### config.mk
export PLATFORM = sky130hd
export DESIGN_NAME = down_counter_flat
export DESIGN_NICKNAME = d
export VERILOG_FILES = /design/src/rtl/down_counter_if.sv /design/src/rtl/down_counter.sv /design/src/flat_wrapper.sv
export SDC_FILE = /design/constraint.sdc
export NUM_CORES = 1
export LEC_CHECK = 0
export BUFFER_PORTS_ARGS = -buffer_cell sky130_fd_sc_hd__buf_2
export CAP_MARGIN = 10
export CORE_UTILIZATION = 55
export DETAILED_ROUTE_END_ITERATION = 12
export GPL_TIMING_DRIVEN = 1
export PLACE_DENSITY = 0.79
export SYNTH_ARGS = -nofsm -noshare
export SYNTH_HDL_FRONTEND = slang
export SYNTH_SLANG_ARGS = --single-unit
### constraint.sdc
create_clock -name clk -period 2.5 [get_ports clk]
set_input_delay 0.5 -clock clk [delete_from_list [all_inputs] [get_ports clk]]
set_output_delay 0.5 -clock clk [all_outputs]
set_load 0.005 [all_outputs]
### src/rtl/down_counter_if.sv
// Load/control/status bundle for down_counter. The master side drives
// load and run requests, and the slave side (the counter) reports its status.
interface down_counter_if #(
  parameter int WIDTH    = 8,
  parameter int PS_WIDTH = 8
);
  logic                load_valid;
  logic                load_ready;
  logic [WIDTH-1:0]    load_value;
  logic                load_auto;
  logic [PS_WIDTH-1:0] prescale;
  logic                start;
  logic                stop;
  logic [WIDTH-1:0]    out;
  logic                tc;
  logic                busy;

  modport master (
    output load_valid, load_value, load_auto, prescale, start, stop,
    input  load_ready, out, tc, busy
  );

  modport slave (
    input  load_valid, load_value, load_auto, prescale, start, stop,
    output load_ready, out, tc, busy
  );
endinterface

### src/rtl/down_counter.sv
// Prescaled down counter with one-shot/periodic reload, pause/resume and a
// single-cycle terminal-count pulse.
module down_counter #(
  parameter int WIDTH    = 8,
  parameter int PS_WIDTH = 8
) (
  input  logic          clk,
  input  logic          rst,
  down_counter_if.slave bus
);
  localparam logic [1:0] IDLE  = 2'd0;
  localparam logic [1:0] RUN   = 2'd1;
  localparam logic [1:0] PAUSE = 2'd2;

  logic [1:0]          state;
  logic [WIDTH-1:0]    cnt;
  logic [WIDTH-1:0]    rld;
  logic                mode;
  logic                tc_r;
  logic [PS_WIDTH-1:0] ps_cnt;
  logic [PS_WIDTH-1:0] ps_lat;
  logic                load;
  logic                tick;

  assign bus.load_ready = (state != RUN);
  assign bus.busy       = (state == RUN);
  assign bus.out        = cnt;
  assign bus.tc         = tc_r;

  // Loads are only accepted outside RUN, so load priority needs no extra gating.
  assign load = bus.load_valid && (state != RUN);
  assign tick = (state == RUN) && !bus.stop && (ps_cnt == ps_lat);

  always_ff @(posedge clk) begin
    if (rst) begin
      state  <= IDLE;
      cnt    <= '0;
      rld    <= '0;
      mode   <= 1'b0;
      tc_r   <= 1'b0;
      ps_cnt <= '0;
      ps_lat <= '0;
    end else begin
      tc_r <= 1'b0;
      if (load) begin
        cnt    <= bus.load_value;
        rld    <= bus.load_value;
        mode   <= bus.load_auto;
        ps_cnt <= '0;
        state  <= IDLE;
      end else begin
        case (state)
          IDLE: begin
            if (bus.start && (cnt != '0)) begin
              ps_lat <= bus.prescale;
              ps_cnt <= '0;
              state  <= RUN;
            end
          end
          RUN: begin
            if (bus.stop) begin
              state <= PAUSE;
            end else if (tick) begin
              ps_cnt <= '0;
              if (cnt > WIDTH'(1)) begin
                cnt <= cnt - WIDTH'(1);
              end else if (mode) begin
                // Periodic expiry reloads directly, so out never shows zero.
                cnt  <= rld;
                tc_r <= 1'b1;
              end else begin
                cnt   <= '0;
                tc_r  <= 1'b1;
                state <= IDLE;
              end
            end else begin
              ps_cnt <= ps_cnt + PS_WIDTH'(1);
            end
          end
          PAUSE: begin
            if (bus.start && !bus.stop) begin
              state <= RUN;
            end
          end
          default: state <= IDLE;
        endcase
      end
    end
  end
endmodule
### src/flat_wrapper.sv
// flat-port wrapper written by rule: the top's interface ports become plain ports
module down_counter_flat 
#(
  parameter int WIDTH    = 8,
  parameter int PS_WIDTH = 8
)
  (clk, rst, bus_load_valid, bus_load_value, bus_load_auto, bus_prescale, bus_start, bus_stop, bus_load_ready, bus_out, bus_tc, bus_busy);
  down_counter_if #(.WIDTH(WIDTH), .PS_WIDTH(PS_WIDTH)) bus_i ();
  input  logic clk;
  input  logic rst;
  input wire logic [$bits(bus_i.load_valid)-1:0] bus_load_valid;
  input wire logic [$bits(bus_i.load_value)-1:0] bus_load_value;
  input wire logic [$bits(bus_i.load_auto)-1:0] bus_load_auto;
  input wire logic [$bits(bus_i.prescale)-1:0] bus_prescale;
  input wire logic [$bits(bus_i.start)-1:0] bus_start;
  input wire logic [$bits(bus_i.stop)-1:0] bus_stop;
  output wire logic [$bits(bus_i.load_ready)-1:0] bus_load_ready;
  output wire logic [$bits(bus_i.out)-1:0] bus_out;
  output wire logic [$bits(bus_i.tc)-1:0] bus_tc;
  output wire logic [$bits(bus_i.busy)-1:0] bus_busy;
  assign bus_i.load_valid = bus_load_valid;
  assign bus_i.load_value = bus_load_value;
  assign bus_i.load_auto = bus_load_auto;
  assign bus_i.prescale = bus_prescale;
  assign bus_i.start = bus_start;
  assign bus_i.stop = bus_stop;
  assign bus_load_ready = bus_i.load_ready;
  assign bus_out = bus_i.out;
  assign bus_tc = bus_i.tc;
  assign bus_busy = bus_i.busy;
  down_counter #(.WIDTH(WIDTH), .PS_WIDTH(PS_WIDTH)) u_core (.clk(clk), .rst(rst), .bus(bus_i));
endmodule
Yosys cells after proc, flatten, opt, wreduce, memory -nomap -nowiden
Index checks and enable logic that the tools add are counted.
W data, S select, Z words.
{ "totals": {"output_inout_bits": 11, "word_cells": 59, "regBits": 36, "inputBits": 22} }
{ "op_classes": {"bitwise_logic": 3, "n_addsub": 2, "reduce_logical": 17, "n_lt_le_gt_ge": 1, "n_eq_ne": 11, "mux": 18} }
{ "op_table": {"columns": ["op", "n"], "rows": [
  ["$mux W8", 9],
  ["$pmux W8 S2", 1],
  ["$mux W2", 6],
  ["$reduce_and A3 Y1", 3],
  ["$add A8 B1 Y8 const B", 1],
  ["$eq A8 B8 Y1", 1],
  ["$gt A8 B1 Y1 const B", 1],
  ["$ne A2 B1 Y1 const B", 4],
  ["$reduce_bool A8 Y1", 1],
  ["$sub A8 B1 Y8 const B", 1],
  ["$ne A3 B3 Y1 const B", 2],
  ["$pmux W2 S3", 1],
  ["$reduce_bool A2 Y1", 3],
  ["$logic_and A1 B1 Y1", 5],
  ["$reduce_and A5 Y1", 1],
  ["$reduce_or A5 Y1", 1],
  ["$ne A3 B2 Y1 const B", 1],
  ["$not A1 Y1", 3],
  ["$eq A2 B1 Y1 const B", 1],
  ["$eq A2 B2 Y1 const B", 1],
  ["$logic_not A2 Y1", 1],
  ["$ne A2 B2 Y1 const B", 1],
  ["$reduce_or A2 Y1", 1],
  ["$logic_not A1 Y1", 1],
  ["$mux W1", 1]
]} }

Logic depth before layout (Yosys ltp)
Gate-level depths: netlist (run 1).
{ "depth": {"word_depth": 7, "mapped_depth": 8, "depth_no_buf": 7} }

Least setup slack after synthesis (run 1)
Ideal clock, no wire load.
{ "synth_path": {"path_type": "register to register", "start": "register u_core.cnt[4] (netlist: u_core.bus.out[4])", "end": "register u_core.cnt[3] (netlist: u_core.bus.out[3])", "path_buffers": 1, "required_ns": 2.409, "setup_time_ns": 0.091, "setup_slack_ns": 0.380, "t_arrival_ns": 2.029, "period_less_slack_ns": 2.120, "path_stages_with_launch": 6, "path_cell_list": "dfxtp_1 -> or4_4 -> or4_4 -> buf_6 -> a311o_1 -> a311oi_1"} }
{ "synth_via": {"elab_chain_cells": 6} }
{ "synth_lines": {"columns": ["element", "line", "rtl"], "rows": [
  ["start, declared", "down_counter.sv:16", "logic [WIDTH-1:0] cnt;"],
  ["start signal, assigned", "down_counter.sv:46", "cnt <= bus.load_value;"],
  ["start signal, assigned", "down_counter.sv:66", "cnt <= cnt - WIDTH'(1);"],
  ["start signal, assigned", "down_counter.sv:69", "cnt <= rld;"],
  ["$gt A8 B1 Y1", "down_counter.sv:65", "if (cnt > WIDTH'(1)) begin"],
  ["$mux W8", "down_counter.sv:65", null],
  ["$mux W8", "down_counter.sv:63", "end else if (tick) begin"],
  ["$mux W8", "down_counter.sv:61", "if (bus.stop) begin"],
  ["$mux W8", "down_counter.sv:52", "case (state)"],
  ["$mux W8", "down_counter.sv:45", "if (load) begin"]
]} }
No other way between the ends. The select of a mux whose other input is x is not followed.
A chain may end at the register's enable or synchronous reset.

Worst setup path after layout (run 1)
{ "layout_path": {"start": "register u_core.cnt[0] (netlist: u_core.bus.out[0])", "end": "register u_core.ps_cnt[7]"} }
{ "layout_via": {"elab_chain_cells": 4} }
{ "layout_lines": {"columns": ["element", "line", "rtl"], "rows": [
  ["$reduce_bool A8 Y1", "down_counter.sv:54", "if (bus.start && (cnt != '0)) begin"],
  ["$logic_and A1 B1 Y1", "down_counter.sv:54", null],
  ["$ne A2 B1 Y1 (no line)", null, null],
  ["$reduce_and A3 Y1 (no line)", null, null],
  ["end signal, assigned", "down_counter.sv:77", "ps_cnt <= ps_cnt + PS_WIDTH'(1);"],
  ["end, declared", "down_counter.sv:20", "logic [PS_WIDTH-1:0] ps_cnt;"]
]} }
No other way between the ends.

==> impl_results.md, run 1 <==
* TritonCTS clock tree: done
* CTS H-tree depth at 2
* Total power at between 0.001 and 0.0015 W
* First-pass GRT wire length at between 6000 and 7000 µm
* Flip-flop and latch count after synthesis at 36
* GRT Resource Usage Total at between 20% and 30%
* Most common cell after layout, fill and taps aside: dfxtp_1
* Number of enable flip-flop cells after synthesis at 0
* Slew of the pin with the lowest slew margin at around 0.56 ns
* Average vias per placed instance at between 5 and 6
* Number of buffers created by CTS at 5
* Leakage power at between 0.9 and 1 nW
* Number of global-route vias before repair at between 1500 and 2000
* Timing startpoint of the critical path: u_core.bus.out[0]$_SDFFE_PP0P_
* # nets final at 295
* Clock-pin slew on the worst setup and hold paths at about 0.10 ns
* Post-route setup TNS at 0 ns
* Site Rows at 20
* Routability Congestion at about 0.88
* Max capacitance violation total at 0
* Initial antenna violation count at 0
* DIE WIDTH at approximately 60 µm
* Number of vias after detailed routing at 1780
* Clock sinks at 36
* Routed length per placed instance at between 10 and 15 µm
* Slew HR at between 60% and 70%
* Distinct cells, synth at 42
* Max Clock Skew at about 0.0044 ns
* Pwr per Cell Area at between 600 and 700 nW/µm²
* Max Buffers Root-to-Sink at 2
* Antenna viol nets, final at 0
* Starting density of the core at 59.8%
* Total wirelength of the detailed-routed design at roughly 4300 µm
* Average size of a mapped cell at just over 8 µm²
* Ratio of cells with drive above 1 in the final layout at between 20% and 30%
* Total iterations of the first detailed-routing run at 4
* Setup repair after global routing missed its margin: false
* CP arrival at around 2.4 ns
* Slew Limit Fails at 0
* Initial DRC count at approximately 160
* Leftover overflow at the end of global routing at 0
* Overall die area at 3640 µm²
* Hold Buf Count CTS at 0
* Tightest Hold Check Type: primary input to register
* Combined area of all synthesized cells at between 1500 and 2000 µm²
* Timing-limited maximum frequency at ~460 MHz
* Peak supply drop at 442 µV
* Yosys warning total at 0
* Post-synthesis sequential area ratio at 38.6%
* Tmin final at roughly 2.2 ns
* Type of element capturing the critical path: register
* Final worst setup slack at around 0.34 ns
* Number of filler instances in the final layout at about 260
* Fin Hold WS at approximately 0.38 ns
* Most used cells in the layout excluding fill and tap cells: dfxtp_1 (36), buf_2 (32), nor2_1 (31)
* Detailed-placement wirelength estimate at 3130 µm
* Synth async-reset ratio at 0%
* Layout area overhead at 17.8%
* Worst Setup Path Type: register to register
* Pin count of the biggest net entering global routing at 18
* Hold_sp: bus_prescale[1]
* Outcome: finished clean
* CP peak stage delay at ~0.55 ns
* Period utilization at between 80% and 90%
* Setup-failing EPs final at 0
* Top-level I/O count at 33
* Mapped Cells at ~230
* Critical path's slowest cell: a2111oi_0
* Dominant synthesized flop cell: dfxtp_1
* Total nets after synthesis at 252
* CP max FO at 6
* FF-to-FF Start: u_core.bus.out[0]$_SDFFE_PP0P_
* Startpoint type of the worst setup path: register
* Antenna Diode Count at 0
* Pre-CTS setup slack at approximately 0.24 ns
* Worst-path cell chain: inv_1 > ha_1 > or3b_2 > o21ai_0 > buf_4 > a2111oi_0 > xnor2_1 > nor2_1
* DRC errors left at 0
* Port-buffer cells at 32
* Placeable Area at between 3000 and 4000 µm²
* Critical path data required time at between 2 and 3 ns
* Final Hold Viols at 0
* Clk Tree Root Cell: clkbuf_4
* Clock insertion delay at the later pin of the skew report at around 0.34 ns
* Die Ht at between 60 and 70 µm
==> final cells by class <==
cell class | instances | area (µm²) | share of cell area [%]
Multi-Input combinational cell | 176 | 1080 | 49.2
Sequential cell | 36 | 721 | 32.7
Timing Repair Buffer | 46 | 265 | 12.0
Clock buffer | 8 | 58.8 | 2.67
Tap cell | 44 | 55.1 | 2.50
Inverter | 5 | 18.8 | 0.852
==> power by group <==
group          switching, W  internal [W]  total, W
combinational      0.000182      0.000173  0.000355
clock              0.000191      0.000139  0.000330
sequential        0.0000449      0.000610  0.000655
==> state kept, by name, indices dropped and copies added (netlist names) <==
name            flops
u_core.ps_lat       8
u_core.rld          8
u_core.bus.tc       1
u_core.ps_cnt       8
u_core.state        2
u_core.bus.out      8
u_core.mode         1
==> critical path: cells and delay by family (launching register included) <==
kind,cells,cell delay (ns)
XOR/XNOR,1,0.18
flip-flops,1,0.42
buffers and inverters,2,0.24
AO/OA/AOI/OAI,2,0.67
AND/OR/NAND/NOR,2,0.29
adder cells (fa/ha/maj),1,0.26
==> worst paths after layout <==
path | endpoint | slack (ns) | cells past startpoint
min reg2reg | u_core.rld[4]$_SDFFE_PP0P_ | 0.47 | 2
max | u_core.ps_cnt[7]$_SDFFE_PP0P_ | 0.34 | 8
min | u_core.ps_lat[1]$_SDFFE_PP0P_ | 0.38 | 3
max reg2reg | u_core.ps_cnt[7]$_SDFFE_PP0P_ | 0.34 | 8
==> synth_stat cells (3+ instances only) <==
| master | number | area, µm² |
|---|---|---|
| a211oi_1 | 5 | 37.5 |
| a21oi_1 | 22 | 110 |
| a311o_1 | 3 | 30.0 |
| a31oi_1 | 3 | 18.8 |
| clkbuf_1 | 8 | 30.0 |
| dfxtp_1 | 36 | 721 |
| ha_1 | 3 | 37.5 |
| inv_1 | 5 | 18.8 |
| mux2i_1 | 9 | 90.1 |
| nand2_1 | 27 | 101 |
| nand3_1 | 9 | 45.0 |
| nand3b_1 | 3 | 22.5 |
| nor2_1 | 31 | 116 |
| nor2b_1 | 5 | 31.3 |
| nor3_1 | 3 | 15.0 |
| nor4_1 | 5 | 31.3 |
| o21ai_0 | 4 | 20.0 |
| xnor2_1 | 10 | 87.6 |
| xor2_1 | 8 | 70.1 |
==> metal layers <==
| layer | up-vias | part of all wire (%) | track usage [%] |
|---|---|---|---|
| li1 | 894 | - | - |
| met1 | 824 | 50 | 38.4 |
| met2 | 60 | 43 | 37.2 |
| met3 | 2 | 6.3 | 7.58 |
| met4 | 0 | 0.44 | 7.64 |
| met5 | - | 0 | 0 |
==> repair_timing <==
action	in CTS	in global routing
resized for setup	0	0
endpoints found under the setup margin	0	5
setup buffers	0	2
==> cell families (layout without fill, tap and decap cells) <==
logic type	Yosys count	in the layout	share of synthesized area, %
XOR/XNOR	18	18	8.43
multiplexers	9	9	4.82
buffers and inverters	15	59	3.48
AO/OA/AOI/OAI	50	50	17.6
AND/OR/NAND/NOR	96	96	25.1
adder cells (fa/ha/maj)	3	3	2.01
flip-flops	36	36	38.6
==> per-stage QoR <==
| step | utilization, % | area [µm²] | std cells |
|---|---|---|---|
| finish | 70.4 | 2200 | 315 |
| global route | 70.4 | 2200 | 315 |
| global placement | 68.0 | 2130 | 305 |
| CTS | 69.9 | 2190 | 313 |
| floorplan | - | 1870 | 227 |
| detailed placement | 68.0 | 2130 | 305 |
No activity file was read; power rests on OpenSTA's default activity.
==> run 2: changes to the inputs <==
--- a/config.mk
+++ b/config.mk
@@ -6,11 +6,12 @@
 export NUM_CORES = 1
 export LEC_CHECK = 0
 export BUFFER_PORTS_ARGS = -buffer_cell sky130_fd_sc_hd__buf_2
-export CAP_MARGIN = 10
+export CAP_MARGIN = 40
 export CORE_UTILIZATION = 55
 export DETAILED_ROUTE_END_ITERATION = 12
 export GPL_TIMING_DRIVEN = 1
-export PLACE_DENSITY = 0.79
+export PLACE_DENSITY = 0.87
+export SLEW_MARGIN = 20
 export SYNTH_ARGS = -nofsm -noshare
 export SYNTH_HDL_FRONTEND = slang
 export SYNTH_SLANG_ARGS = --single-unit
==> impl_results.md, run 2 (synthesis results as in run 1) <==
* Outcome: finished clean
* Pwr per Cell Area at 621 nW/µm² (+2.1%)
* Peak supply drop at 344 µV (-22%)
* Max Clock Skew at 0.00799 ns (+0.00361 ns)
* Most common cell after layout, fill and taps aside: dfxtp_1
* Clock sinks at 36 (unchanged)
* Timing-limited maximum frequency at 437 MHz (-5.5%)
* Startpoint type of the worst setup path: register
* Net switching power at 0.000419 W (+0.30%)
* Site Rows at 20 (unchanged)
* Final instance area at 2180 µm² (-1.1%)
* Tightest Hold Check Type: primary input to register
* Tmin final at 2.29 ns (+0.125 ns)
* Antenna viol nets, final at 0 (unchanged)
* CP arrival at 2.53 ns (+0.12 ns)
* Number of buffers created by CTS at 5 (unchanged)
* Pin count of the biggest net entering global routing at 18 (unchanged)
* Clk network pwr share at 25.8% (+1.2 points)
* Final worst setup slack at 0.212 ns (-0.125 ns)
* Clock insertion delay at the later pin of the skew report at 0.35 ns (about the same)
* Layout area overhead at 16.5%
* Critical path's slowest cell: or3b_2
* Routed length per placed instance at 14.1 µm (+3.5%)
* CTS H-tree depth at 2 (unchanged)
* TritonCTS clock tree: done
* P_int at 0.000933 W (+1.3%)
* Placeable Area at 3130 µm² (unchanged)
* Top-level I/O count at 33 (unchanged)
* Overall die area at 3640 µm² (unchanged)
* Cell count after placement at 303 (-0.66%)
* Total iterations of the first detailed-routing run at 4 (unchanged)
* Number of vias after detailed routing at 1816 (+2.0%)
* Switch share at 31.0% (-0.21 points)
* GRT Resource Usage Total at 27.8% (+1.5 points)
* Initial antenna violation count at 0 (unchanged)
* First-pass GRT wire length at 7380 µm (+5.6%)
* Area post-placement at 2110 µm² (-0.71%)
* Die Ht at 60.3 µm (unchanged)
* Slew HR at 63.3% (+1.5 points)
* Most used cells in the layout excluding fill and tap cells: dfxtp_1 (36), buf_2 (32), nor2_1 (31)
* # nets final at 291 (-1.4%)
* Clock-pin slew on the worst setup and hold paths at 0.11 ns (about the same)
* Combinational cell fraction of total power at 25.6% (-0.9 points)
* Routability Congestion at 0.906 (+2.6%)
* Leftover overflow at the end of global routing at 0 (unchanged)
* Period utilization at 91.5% (+5.0 points)
* Area used by sequential logic in the layout at 721 µm² (unchanged)
* Clk Tree Root Cell: clkbuf_4
* Average vias per placed instance at 5.86 (+3.7%)
* Worst-path cell chain: inv_1 > ha_1 > or3b_2 > o21ai_0 > nand3b_1 > mux2i_1 > nor2_1
* CP max FO at 8 (+2)
* Type of element capturing the critical path: register
* DRC errors left at 0 (unchanged)
* DIE WIDTH at 60.3 µm (unchanged)
* Area taken by multi-input logic gates at 1080 µm² (unchanged)
* Starting density of the core at 59.8% (unchanged)
* Number of resized instances in the post-cts repair step at 0 (unchanged)
* Leakage power at 0.940 nW (-1.5%)
* Sequential fraction of design power at 48.6% (-0.3 points)
* Max capacitance violation total at 0 (unchanged)
* Setup-failing EPs final at 0 (unchanged)
* Port-buffer cells at 32 (unchanged)
* Hold Buf Count CTS at 0 (unchanged)
* Post-route setup TNS at 0 ns (unchanged)
* Setup repair after global routing missed its margin: false
* Final Hold Viols at 0 (unchanged)
* Max Buffers Root-to-Sink at 2 (unchanged)
* Delay-heaviest family, CP: simple AND/OR/NAND/NOR gates
* Slew Limit Fails at 0 (unchanged)
* Number of global-route vias before repair at 1550 (+3.3%)
* Buffers inserted by post-CTS timing repair at 0 (unchanged)
* Number of filler instances in the final layout at 284 (+10%)
* Initial DRC count at 120 (-25%)
* Ratio of cells with drive above 1 in the final layout at 21.4% (-0.71 points)
* Antenna Diode Count at 0 (unchanged)
* Pre-CTS setup slack at 0.238 ns (-0.00407 ns)
* Non-filler cells, final at 310 (-1.6%)
* Total wirelength of the detailed-routed design at 4360 µm (+1.9%)
* Detailed-placement wirelength estimate at 3170 µm (+1.5%)
* CP peak stage delay at 0.51 ns (-0.04 ns)
* Slew of the pin with the lowest slew margin at 0.536 ns (-0.0220 ns)
* Critical path buffer and inverter count at 1 (-1)
* Critical path data required time at 2.75 ns (about the same)
* Worst Setup Path Type: register to register
## run 2: changes by cell type in the layout (fill, tap and decap cells not counted), sizes merged
cell / delta
buf: -4
clkbuf: -1
## run 2: final timing paths
check	start	end	slack [ns]	cells past startpoint
worst max-delay path	u_core.bus.out[0]$_SDFFE_PP0P_	u_core.ps_lat[3]$_SDFFE_PP0P_	0.21	7
worst min-delay path	bus_load_auto	u_core.mode$_SDFFE_PP0P_	0.37	3
worst max register to register	u_core.bus.out[0]$_SDFFE_PP0P_	u_core.ps_lat[3]$_SDFFE_PP0P_	0.21	7
worst min register to register	u_core.rld[6]$_SDFFE_PP0P_	u_core.rld[6]$_SDFFE_PP0P_	0.46	2
## run 2: worst reg2reg max path, delay by kind of cell, from the launching register on
| kind | cells | cell delay, ns |
|---|---|---|
| mux | 1 | 0.27 |
| buf+inv | 1 | 0.09 |
| simple gates | 3 | 1.02 |
| fa+ha+maj | 1 | 0.21 |
| flops | 1 | 0.36 |
| compound gates | 1 | 0.23 |
## run 2: through the flow
| stage | hold WS (ns) | total power (W) | util (%) |
|---|---|---|---|
| finish | 0.371 | 0.00135 | 69.6 |
| global route | 0.361 | 0.00143 | 69.6 |
| CTS | 0.370 | 0.00135 | 69.6 |
| detailed placement | 0.448 | 0.00101 | 67.6 |
| global placement | 0.443 | 0.000996 | 67.6 |
| floorplan | 0.436 | 0.000895 | - |
## run 2: power groups by stage
stage | Clock (W) | Combinational [W] | Sequential, W
floorplan | 0 | 0.000241 | 0.000654
global placement | 0 | 0.000330 | 0.000666
detailed placement | 0 | 0.000340 | 0.000668
CTS | 0.000351 | 0.000344 | 0.000655
global route | 0.000386 | 0.000383 | 0.000664
finish | 0.000349 | 0.000346 | 0.000657
## run 2: area by class of cell
class,count,share of cell area (%)
sequential,36,33.1
multi-input combinational,176,49.7
clock buffer,7,2.99
inverter,5,0.862
tap,44,2.53
timing repair buffer,42,10.8
## run 2: metal layers
layer | routed length [µm] | track usage (%)
met4 | 137 | 13.6
met2 | 1850 | 38.9
met5 | 0 | 0
met1 | 2000 | 39.8
met3 | 377 | 6.28
